## src/rtl/dispensador_bebidas.sv

```systemverilog
`default_nettype none
// ============================================================================
// Module      : dispensador_bebidas
// Description : Drink dispenser controller. Handles selection, coin payment with
//               cancel/timeout refund, size-scaled preparation, change delivery.
// Revision    : 1.0 - initial release
// ============================================================================
module dispensador_bebidas #(
    parameter int PRICE_W     = 16,
    parameter int COIN_W      = 12,
    parameter int TIMEOUT     = 16,
    parameter int PREP_CICLOS = 2,
    parameter int MAX_AZUCAR  = 5
) (
    input  logic               clock,
    input  logic               reset,
    input  logic               sel_valid,
    input  logic [2:0]         sel_cafe,
    input  logic [1:0]         sel_tamano,
    input  logic [3:0]         sel_azucar,
    input  logic               coin_valid,
    input  logic [COIN_W-1:0]  coin_value,
    input  logic               cancel,
    output logic               busy,
    output logic [PRICE_W-1:0] precio,
    output logic [PRICE_W-1:0] credito,
    output logic               error_sel,
    output logic               salida_leche,
    output logic               salida_concentracion,
    output logic               salida_espuma,
    output logic [3:0]         salida_azucar,
    output logic               cambio_valid,
    output logic [PRICE_W-1:0] cambio,
    output logic               listo
);

    localparam int TIMER_W = $clog2(TIMEOUT) + 1;
    localparam int PREP_W  = $clog2(3 * PREP_CICLOS) + 1;
    localparam logic [TIMER_W-1:0] C_TIMER_LAST = TIMER_W'(TIMEOUT - 1);
    localparam logic [3:0]         C_AZUCAR_MAX = 4'(MAX_AZUCAR);

    typedef enum logic [2:0] {
        S_IDLE       = 3'd0,
        S_PAGO       = 3'd1,
        S_PREPARA    = 3'd2,
        S_ENTREGA    = 3'd3,
        S_DEVOLUCION = 3'd4
    } state_t;

    state_t               r_state, w_state_n;
    logic [PRICE_W-1:0]   r_precio, w_precio_n;
    logic [PRICE_W-1:0]   r_credito, w_credito_n;
    logic [2:0]           r_cafe, w_cafe_n;
    logic [1:0]           r_tamano, w_tamano_n;
    logic [3:0]           r_azucar, w_azucar_n;
    logic [TIMER_W-1:0]   r_timer, w_timer_n;
    logic [PREP_W-1:0]    r_prep, w_prep_n;
    logic                 w_error_n;

    logic                 w_sel_ok;
    logic [3:0]           w_azucar_clamp;
    logic [PRICE_W:0]     w_sum;
    logic [PRICE_W-1:0]   w_credito_coin;
    logic [PREP_W-1:0]    w_prep_last;

    logic                 w_leche_n, w_conc_n, w_espuma_n, w_listo_n, w_cambio_valid_n;
    logic [3:0]           w_salida_azucar_n;
    logic [PRICE_W-1:0]   w_cambio_n;

    function automatic logic [PRICE_W-1:0] f_precio(input logic [2:0] cafe, input logic [1:0] tam);
        int p;
        case ({cafe, tam})
            {3'd1, 2'd1}: p = 500;
            {3'd1, 2'd2}: p = 1000;
            {3'd1, 2'd3}: p = 1500;
            {3'd2, 2'd1}: p = 750;
            {3'd2, 2'd2}: p = 1250;
            {3'd2, 2'd3}: p = 1750;
            {3'd3, 2'd1}: p = 1000;
            {3'd3, 2'd2}: p = 1500;
            {3'd3, 2'd3}: p = 2000;
            {3'd4, 2'd1}: p = 1250;
            {3'd4, 2'd2}: p = 1750;
            {3'd4, 2'd3}: p = 2500;
            default:      p = 0;
        endcase
        return PRICE_W'(p);
    endfunction

    assign w_sel_ok       = (sel_cafe >= 3'd1) && (sel_cafe <= 3'd4) && (sel_tamano != 2'd0);
    assign w_azucar_clamp = (sel_azucar > C_AZUCAR_MAX) ? C_AZUCAR_MAX : sel_azucar;
    assign w_sum          = {1'b0, r_credito} + (PRICE_W+1)'(coin_value);
    assign w_credito_coin = w_sum[PRICE_W] ? {PRICE_W{1'b1}} : w_sum[PRICE_W-1:0];
    assign w_prep_last    = PREP_W'(PREP_CICLOS * int'(r_tamano) - 1);

    always_comb begin
        w_state_n   = r_state;
        w_precio_n  = r_precio;
        w_credito_n = r_credito;
        w_cafe_n    = r_cafe;
        w_tamano_n  = r_tamano;
        w_azucar_n  = r_azucar;
        w_timer_n   = r_timer;
        w_prep_n    = r_prep;
        w_error_n   = 1'b0;
        case (r_state)
            S_IDLE: begin
                if (sel_valid) begin
                    if (w_sel_ok) begin
                        w_state_n   = S_PAGO;
                        w_precio_n  = f_precio(sel_cafe, sel_tamano);
                        w_cafe_n    = sel_cafe;
                        w_tamano_n  = sel_tamano;
                        w_azucar_n  = w_azucar_clamp;
                        w_credito_n = '0;
                        w_timer_n   = '0;
                    end else begin
                        w_error_n = 1'b1;
                    end
                end
            end
            S_PAGO: begin
                if (coin_valid) w_credito_n = w_credito_coin;
                // cancel wins over payment, payment wins over timeout
                if (cancel) begin
                    w_state_n = S_DEVOLUCION;
                end else if (w_credito_n >= r_precio) begin
                    w_state_n = S_PREPARA;
                    w_prep_n  = '0;
                end else if (coin_valid) begin
                    w_timer_n = '0;
                end else if (r_timer == C_TIMER_LAST) begin
                    w_state_n = S_DEVOLUCION;
                end else begin
                    w_timer_n = r_timer + TIMER_W'(1);
                end
            end
            S_PREPARA: begin
                if (r_prep == w_prep_last) w_state_n = S_ENTREGA;
                else                       w_prep_n  = r_prep + PREP_W'(1);
            end
            S_ENTREGA, S_DEVOLUCION: begin
                w_state_n   = S_IDLE;
                w_precio_n  = '0;
                w_credito_n = '0;
                w_cafe_n    = '0;
                w_tamano_n  = '0;
                w_azucar_n  = '0;
                w_timer_n   = '0;
                w_prep_n    = '0;
            end
            default: w_state_n = S_IDLE;
        endcase
    end

    // Outputs are decoded from the state being entered so they register in step with it
    always_comb begin
        w_leche_n         = 1'b0;
        w_conc_n          = 1'b0;
        w_espuma_n        = 1'b0;
        w_salida_azucar_n = '0;
        w_listo_n         = 1'b0;
        w_cambio_valid_n  = 1'b0;
        w_cambio_n        = '0;
        if (w_state_n == S_PREPARA) begin
            w_leche_n         = (w_cafe_n == 3'd2) || (w_cafe_n == 3'd4);
            w_conc_n          = (w_cafe_n == 3'd3) || (w_cafe_n == 3'd4);
            w_espuma_n        = (w_cafe_n == 3'd4);
            w_salida_azucar_n = w_azucar_n;
        end
        if (w_state_n == S_ENTREGA) begin
            w_listo_n = 1'b1;
            if (w_credito_n > w_precio_n) begin
                w_cambio_valid_n = 1'b1;
                w_cambio_n       = w_credito_n - w_precio_n;
            end
        end
        if (w_state_n == S_DEVOLUCION) begin
            w_cambio_valid_n = 1'b1;
            w_cambio_n       = w_credito_n;
        end
    end

    always_ff @(posedge clock) begin
        if (reset) begin
            r_state              <= S_IDLE;
            r_precio             <= '0;
            r_credito            <= '0;
            r_cafe               <= '0;
            r_tamano             <= '0;
            r_azucar             <= '0;
            r_timer              <= '0;
            r_prep               <= '0;
            busy                 <= 1'b0;
            error_sel            <= 1'b0;
            salida_leche         <= 1'b0;
            salida_concentracion <= 1'b0;
            salida_espuma        <= 1'b0;
            salida_azucar        <= '0;
            listo                <= 1'b0;
            cambio_valid         <= 1'b0;
            cambio               <= '0;
        end else begin
            r_state              <= w_state_n;
            r_precio             <= w_precio_n;
            r_credito            <= w_credito_n;
            r_cafe               <= w_cafe_n;
            r_tamano             <= w_tamano_n;
            r_azucar             <= w_azucar_n;
            r_timer              <= w_timer_n;
            r_prep               <= w_prep_n;
            busy                 <= (w_state_n != S_IDLE);
            error_sel            <= w_error_n;
            salida_leche         <= w_leche_n;
            salida_concentracion <= w_conc_n;
            salida_espuma        <= w_espuma_n;
            salida_azucar        <= w_salida_azucar_n;
            listo                <= w_listo_n;
            cambio_valid         <= w_cambio_valid_n;
            cambio               <= w_cambio_n;
        end
    end

    assign precio  = r_precio;
    assign credito = r_credito;

endmodule
`default_nettype wire

```

## config.mk

```make
export PLATFORM = sky130hd
export DESIGN_NAME = dispensador_bebidas
export DESIGN_NICKNAME = d
export VERILOG_FILES = /design/src/rtl/dispensador_bebidas.sv
export SDC_FILE = /design/constraint.sdc
export NUM_CORES = 1
export LEC_CHECK = 0
export ABC_AREA = 1
export BUFFER_PORTS_ARGS = -buffer_cell sky130_fd_sc_hd__buf_2
export CORE_UTILIZATION = 28
export DETAILED_ROUTE_END_ITERATION = 12
export GPL_ROUTABILITY_DRIVEN = 0
export PLACE_DENSITY = 0.44
export SKIP_CTS_REPAIR_TIMING = 1
export SLEW_MARGIN = 20
export SYNTH_ARGS = -nofsm -noshare
export SYNTH_HDL_FRONTEND = slang
export SYNTH_SLANG_ARGS = --single-unit
```

## constraint.sdc

```tcl
create_clock -name clock -period 10.3 [get_ports clock]
set_input_delay 1.03 -clock clock [delete_from_list [all_inputs] [get_ports clock]]
set_output_delay 1.03 -clock clock [all_outputs]
set_load 0.05 [all_outputs]
```

## Yosys cells after proc, flatten, opt, wreduce, memory -nomap -nowiden

Memories as Yosys holds them, arrays and structs flattened.
Cells that the tools add are included.

| storage, ports and cells | value |
|---|---|
| register bits after elaboration | 80 |
| output and inout port bits | 59 |
| logic and storage cells | 112 |
| memories | 1 |
| memory bits (read-only) | 352 |

| cells by class | value |
|---|---|
| equal/unequal tests | 19 |
| reductions and logical operators | 16 |
| order comparisons | 5 |
| muxes and demuxes | 46 |
| add/sub/neg operators | 5 |
| bitwise operators | 3 |

Memories:

| name | words | width | rd ports | clocked after Yosys merged registers in | write ports | line | source |
|---|---|---|---|---|---|---|---|
| (no name shown) | 32 | 11 | 1 | 0 | 0 | 72 | `case ({cafe, tam})` |

Operators with widths:

| kind | number |
|---|---|
| 16-bit 2-to-1 mux | 10 |
| 16-bit case mux with 3 select lines | 1 |
| 16-bit case mux with 2 select lines | 1 |
| 5-bit 2-to-1 mux | 6 |
| 3-bit 2-to-1 mux | 9 |
| 4-bit 2-to-1 mux | 6 |
| 3-bit by 2-bit equality test with 1-bit output, second input constant | 6 |
| 16-bit by 12-bit adder with 17-bit output | 1 |
| 16-bit >= comparator | 1 |
| 16-bit > comparator | 1 |
| 16-bit subtractor | 1 |
| 5-bit case mux with 3 select lines | 1 |
| 2-bit != test, second input constant | 6 |
| 4-bit case mux with 3 select lines | 1 |
| 3-bit equality test, second input constant | 3 |
| 3-bit case mux with 3 select lines | 1 |
| 3-bit nonzero test | 3 |
| 4-bit case mux with 2 select lines | 1 |
| 3-bit case mux with 2 select lines | 1 |
| 6-bit AND reduction | 1 |
| 5-bit by 1-bit adder with 5-bit output, second input constant | 1 |
| 5-bit by 4-bit equality test with 1-bit output, second input constant | 1 |
| 1-bit 2-to-1 mux | 5 |
| 4-bit by 1-bit adder with 4-bit output, second input constant | 1 |
| 18 further kinds | 25 |

## Longest topological paths before layout

| logic depth | value |
|---|---|
| word-level depth | 11 |
| depth in mapped cells | 27 |

## Least setup slack after synthesis

No wires, ideal clock.

| timing | value |
|---|---|
| path kind | input to register |
| from | in coin_value[0] |
| to | reg cambio[14] |
| data arrival time | 4.022 ns |
| stages on the path | 27 |
| data required time | 10.187 ns |
| path slack | 6.165 ns |
| buffers on the path | 1 |
| cell sequence | ha_1 -> fa_1 -> nand2_1 -> nand3_1 -> nand3_1 -> nand2_2 -> nand3_2 -> nand2_2 -> nor2_4 -> buf_6 -> nand2_2 -> nand3_2 -> nand2_2 -> inv_2 -> ha_1 -> inv_1 -> fa_1 -> nand3_1 -> nand2_1 -> nand2_1 -> nand3_1 -> nand2_1 -> nand4_1 -> nand3_1 -> inv_1 -> nand3_1 -> nand2_1 |

| between the ends | value |
|---|---|
| cells in the longest elaborated chain, start to end | 11 |
| elaborated cells on any way between the ends | 16 |
| classes of those cells | add/sub: 2; order compare: 2; eq/ne: 2; mux: 10 |

Ends and longest elaborated chain:

| item | line | source |
|---|---|---|
| from (decl) | 22 | `input logic [COIN_W-1:0] coin_value,` |
| 16-bit by 12-bit adder with 17-bit output * | 92 | `assign w_sum = {1'b0, r_credito} + (PRICE_W+1)'(coin_value);` |
| 16-bit 2-to-1 mux * | 93 | `assign w_credito_coin = w_sum[PRICE_W] ? {PRICE_W{1'b1}} : w_sum[PRICE_W-1:0];` |
| 16-bit 2-to-1 mux * | 123 | `if (coin_valid) w_credito_n = w_credito_coin;` |
| 16-bit 2-to-1 mux * | 106 | `case (r_state)` |
| 16-bit >= comparator | 127 | `end else if (w_credito_n >= r_precio) begin` |
| 3-bit 2-to-1 mux | 127 |  |
| 3-bit 2-to-1 mux | 125 | `if (cancel) begin` |
| 3-bit case mux with 3 select lines | 106 |  |
| 3-bit by 2-bit equality test with 1-bit output | 171 | `if (w_state_n == S_ENTREGA) begin` |
| 16-bit 2-to-1 mux | 171 |  |
| 16-bit 2-to-1 mux * | 178 | `if (w_state_n == S_DEVOLUCION) begin` |
| to (signal assigned) | 220 | `cambio <= w_cambio_n;` |
| to (decl) | 33 | `output logic [PRICE_W-1:0] cambio,` |

Every way passes the cells marked *; elsewhere a longest branch is shown, timed or not. The select of a mux whose other input is x is not followed.
A chain may end at the register's enable or synchronous reset.

## Worst setup path in the final report

| timing | value |
|---|---|
| from | in coin_value[0] |
| to | reg cambio[11] |

| between the ends | value |
|---|---|
| elaborated cells on any way between the ends | 16 |
| classes of those cells | add/sub: 2; order compare: 2; eq/ne: 2; mux: 10 |

RTL lines:

| item | line | source |
|---|---|---|
| 16-bit by 12-bit adder with 17-bit output * | 92 |  |
| 16-bit 2-to-1 mux * | 93 |  |
| 16-bit 2-to-1 mux * | 123 |  |
| 16-bit 2-to-1 mux * | 106 |  |
| 16-bit case mux with 3 select lines * | 106 |  |
| net w_credito_n[2] | 52 | `logic [PRICE_W-1:0] r_credito, w_credito_n;` |
| 16-bit subtractor / 16-bit > comparator (equally long branches) | 175, 173 |  |
| 16-bit 2-to-1 mux * | 173 | `if (w_credito_n > w_precio_n) begin` |
| 16-bit 2-to-1 mux * | 171 |  |
| 16-bit 2-to-1 mux * | 178 |  |

Mark *: on every way through the listed nets, which the timed path passes. The rest lies on a longest branch. The select of a mux whose other input is x is not followed.

==> summary.md <==
| Metric | Value |
|---|---|
| CTS H-tree depth | 3 |
| Final Hold Fails | 0 |
| Initial Util | 28.87% |
| Remaining DRCs | 0 |
| Top layer reached by signal wires | met4 |
| FF-to-FF Start | credito[0]$_SDFF_PP0_ |
| GR Util All Layers | 16.73% |
| I/O pins | 85 |
| First-pass GRT wire length | 28,060 microns |
| Floorplan row count | 52 |
| Worst min-delay path startpoint | r_azucar[3]$_SDFF_PP0_ |
| DR iter-0 viols | 318 |
| Metal1 wirelength | 9156 microns |
| Area Overhead vs Synth | 15.99% |
| Register-to-Register Path Depth | 23 |
| Critical Path Start Type | input port |
| Die X | 147.4 microns |
| Pin count of the biggest net entering global routing | 54 |
| FF-to-FF End | cambio[11]$_SDFF_PP0_ |
| Avg Cell Area, Syn | 6.762 sq um |
| CP Capture Type | flop |
| CP peak stage delay | 410 ps |
| Post-Layout Cell Count | 1,226 |
| Antenna fix cells | 0 |
| Distinct cells, synth | 47 |
| Setup ws final | 5831 ps |
| Avg WL per Cell | 14.35 microns |
| Syn Nets | 955 |
| Crit Path Category | input port to flop |
| Commonest non-fill, non-tap cell in the layout | nand2_1 |
| CP dominant cell by count | nand2_1 |
| DIE AREA | 21,720 sq um |
| Slew Limit Headroom | 54.38% |
| Period utilisation layout | 43.39% |
| Final setup violation count | 0 |
| Die height | 147.4 microns |
| Worst ir drop on vdd | 71.37 uV |
| Synthesized area | 5917 sq um |
| Max_cap viols | 0 |
| Core Area | 20,490 sq um |
| Met3 WL post-DR | 573 microns |
| Yosys warning count | 0 |
| Final Critical Period | 4469 ps |
| Max Freq | 0.2237 GHz |
| Crit path required time | 10,590 ps |
| Hold/Removal Path Class | flop to flop |
| Vias in the first global route | 5,319 |
| Seq cells post-synth | 80 |
| Final HPWL from detailed placement | 13,970 microns |
| Skew-Pair Late Insertion Delay | 350 ps |
| Commonest non-fill, non-tap cells in the layout | nand2_1 (238), inv_1 (118), buf_2 (84), dfxtp_1 (80), nor2_1 (70) |
| CTS Sinks | 80 |
| Status | completed |
| Top_reg_cell synth | dfxtp_1 |
| Setup TNS | 0 ps |
| Post-synthesis sequential area ratio | 27.07% |
| Worst Clk Skew | 10.75 ps |
| CP max FO | 18 |
| Crit-path cells | buf_2 -> ha_1 -> fa_1 -> nand2_1 -> nand3_1 -> nand3_1 -> nand2_2 -> nand3_2 -> nand2_2 -> nor2_4 -> o21ai_0 -> nand3_1 -> nand2_1 -> ha_1 -> nand3_1 -> nand2_1 -> nand2_1 -> nand3_1 -> nand2_1 -> nand4_1 -> nand2_1 -> nor3_4 -> nand2_1 -> nand2_1 |
| Final Slew Violations | 0 |
| Fin nets | 1,031 |
| CTS Buffer Depth | 2 |
| Final WL | 17,590 microns |
| CP arrival | 4760 ps |
| Tightest Pin Transition | 684.3 ps |
| Final core utilization | 33.49% |
| Quantity of I/O buffers inserted on ports | 84 |
| Fraction of registers with async set or reset after synthesis | 0% |
| Placed cells | 1,210 |
| Residual overflow from global routing | 0 |
| Number of flops mapped to enable cells by yosys | 0 |
| Clk pin slew, worst setup/hold paths | 70 ps |
| Slowest cell on crit path | fa_1 |
| Reg2Reg Setup Slack | 6250 ps |
| DRT Pass-1 Iters | 5 |
| Share of cells above drive strength 1 | 18.51% |
| Unrepaired setup endpoints after global routing | no |
| Number of buffers created by CTS | 9 |
| Via density per instance | 4.552 |
| Final ANT Viol Nets | 0 |
| CTS tree | yes |
| Met2 wire len | 7515 microns |
| WHS Path Cells | 2 |
| Total leakage power | 3.440 nW |
| Crit path launch | coin_value[0] |
| Via count | 5,581 |
| Root Driver | clkbuf_16 |
| Dpl ws | 5466 ps |
| Initial antenna violation count | 0 |
| Syn Inst Count | 875 |
| Hold endpoint | r_azucar[3]$_SDFF_PP0_ |
| P per Cell Area | 130.2 nW/um^2 |
==> worst max-delay path: cells and delay by family <==
kind / cells / cell delay, ps
compound gates: 1 / 230
fa+ha+maj: 3 / 1000
buf+inv: 1 / 100
simple gates: 19 / 2380
==> routing by layer <==
layer	vias to the layer above	track usage, %
met3	17	1.883
li1	2983	-
met2	108	25.80
met4	0	5.928
met1	2473	23.95
met5	-	0
==> state kept, by name, indices dropped and copies added, names as in the netlist, 2 cells and up <==
register,count
r_tamano,2
cambio,16
salida_azucar,4
r_timer,5
credito,16
precio,16
r_cafe,3
r_azucar,4
r_prep,4
r_state,3
==> final cells by class <==
type,count,area (sq um)
Timing Repair Buffer,85,427.9
Multi-Input combinational cell,645,3694
Sequential cell,80,1602
Clock inverter,7,78.83
Tap cell,270,337.8
Fill cell,2273,13630
Clock buffer,9,225.2
Inverter,130,498.0
==> synth_stat cells, types with 3 or more instances <==
cell type,number,area share [%]
nor2_4,3,0.57
buf_4,3,0.38
nand3_2,11,1.9
buf_2,6,0.51
nor3_1,8,0.68
o21ai_1,5,0.42
o22ai_1,3,0.32
a31oi_1,3,0.32
ha_1,52,11
nand3b_1,5,0.63
xnor2_1,8,1.2
o21ai_2,7,1.0
xor2_1,14,2.1
dfxtp_1,80,27
a21boi_0,7,0.89
a21oi_4,3,0.82
nand2_4,3,0.57
or2_2,11,1.2
nand2_1,238,15
clkbuf_1,7,0.44
nor3_4,3,0.82
buf_6,4,0.76
o211ai_1,5,0.63
a21oi_1,56,4.7
nand2_2,15,1.6
and2_1,4,0.42
nand3_1,52,4.4
nor2_2,4,0.42
o21ai_0,24,2.0
inv_1,118,7.5
inv_2,9,0.57
nor2_1,70,4.4
nand4_1,14,1.5
==> per-stage QoR <==
stage	hold slack, ps	total power, mW	cell area (sq um)
5_1_grt	491.1	0.9485	6863
3_3_place_gp	442.2	0.5725	6559
2_1_floorplan	425.3	0.5139	5917
4_1_cts	453.8	0.9068	6863
6_report	450.1	0.8938	6863
3_5_place_dp	443.9	0.5673	6559
==> report_power, final <==
| part | switching, mW | leakage [nW] | total, mW | internal, mW |
|---|---|---|---|---|
| Clock | 0.143 | 0.150 | 0.334 | 0.190 |
| Sequential | 0.00652 | 0.647 | 0.324 | 0.318 |
| Combinational | 0.159 | 2.64 | 0.236 | 0.0777 |
==> logic make-up (layout without fill, tap and decap cells) <==
| kind of cell | Yosys count | count (layout) | synth area share (%) |
|---|---|---|---|
| compound gates | 124 | 124 | 12.75 |
| fa+ha+maj | 54 | 54 | 11.67 |
| buf+inv | 150 | 231 | 10.51 |
| xor+xnor | 22 | 22 | 3.257 |
| simple gates | 445 | 445 | 34.74 |
| flops | 80 | 80 | 27.07 |
==> worst max-delay path by stage <==
stage / endpoint / slack, ps / depth (start not counted)
finish: cambio[11]$_SDFF_PP0_ / 5830 / 24
global route: cambio[9]$_SDFF_PP0_ / 5360 / 24
CTS: cambio[11]$_SDFF_PP0_ / 5790 / 24
detailed placement: cambio[11]$_SDFF_PP0_ / 5470 / 24
global placement: cambio[2]$_SDFF_PP0_ / 5480 / 24
floorplan: cambio[14]$_SDFF_PP0_ / 6170 / 27
Power figures use the tool's default switching activity.
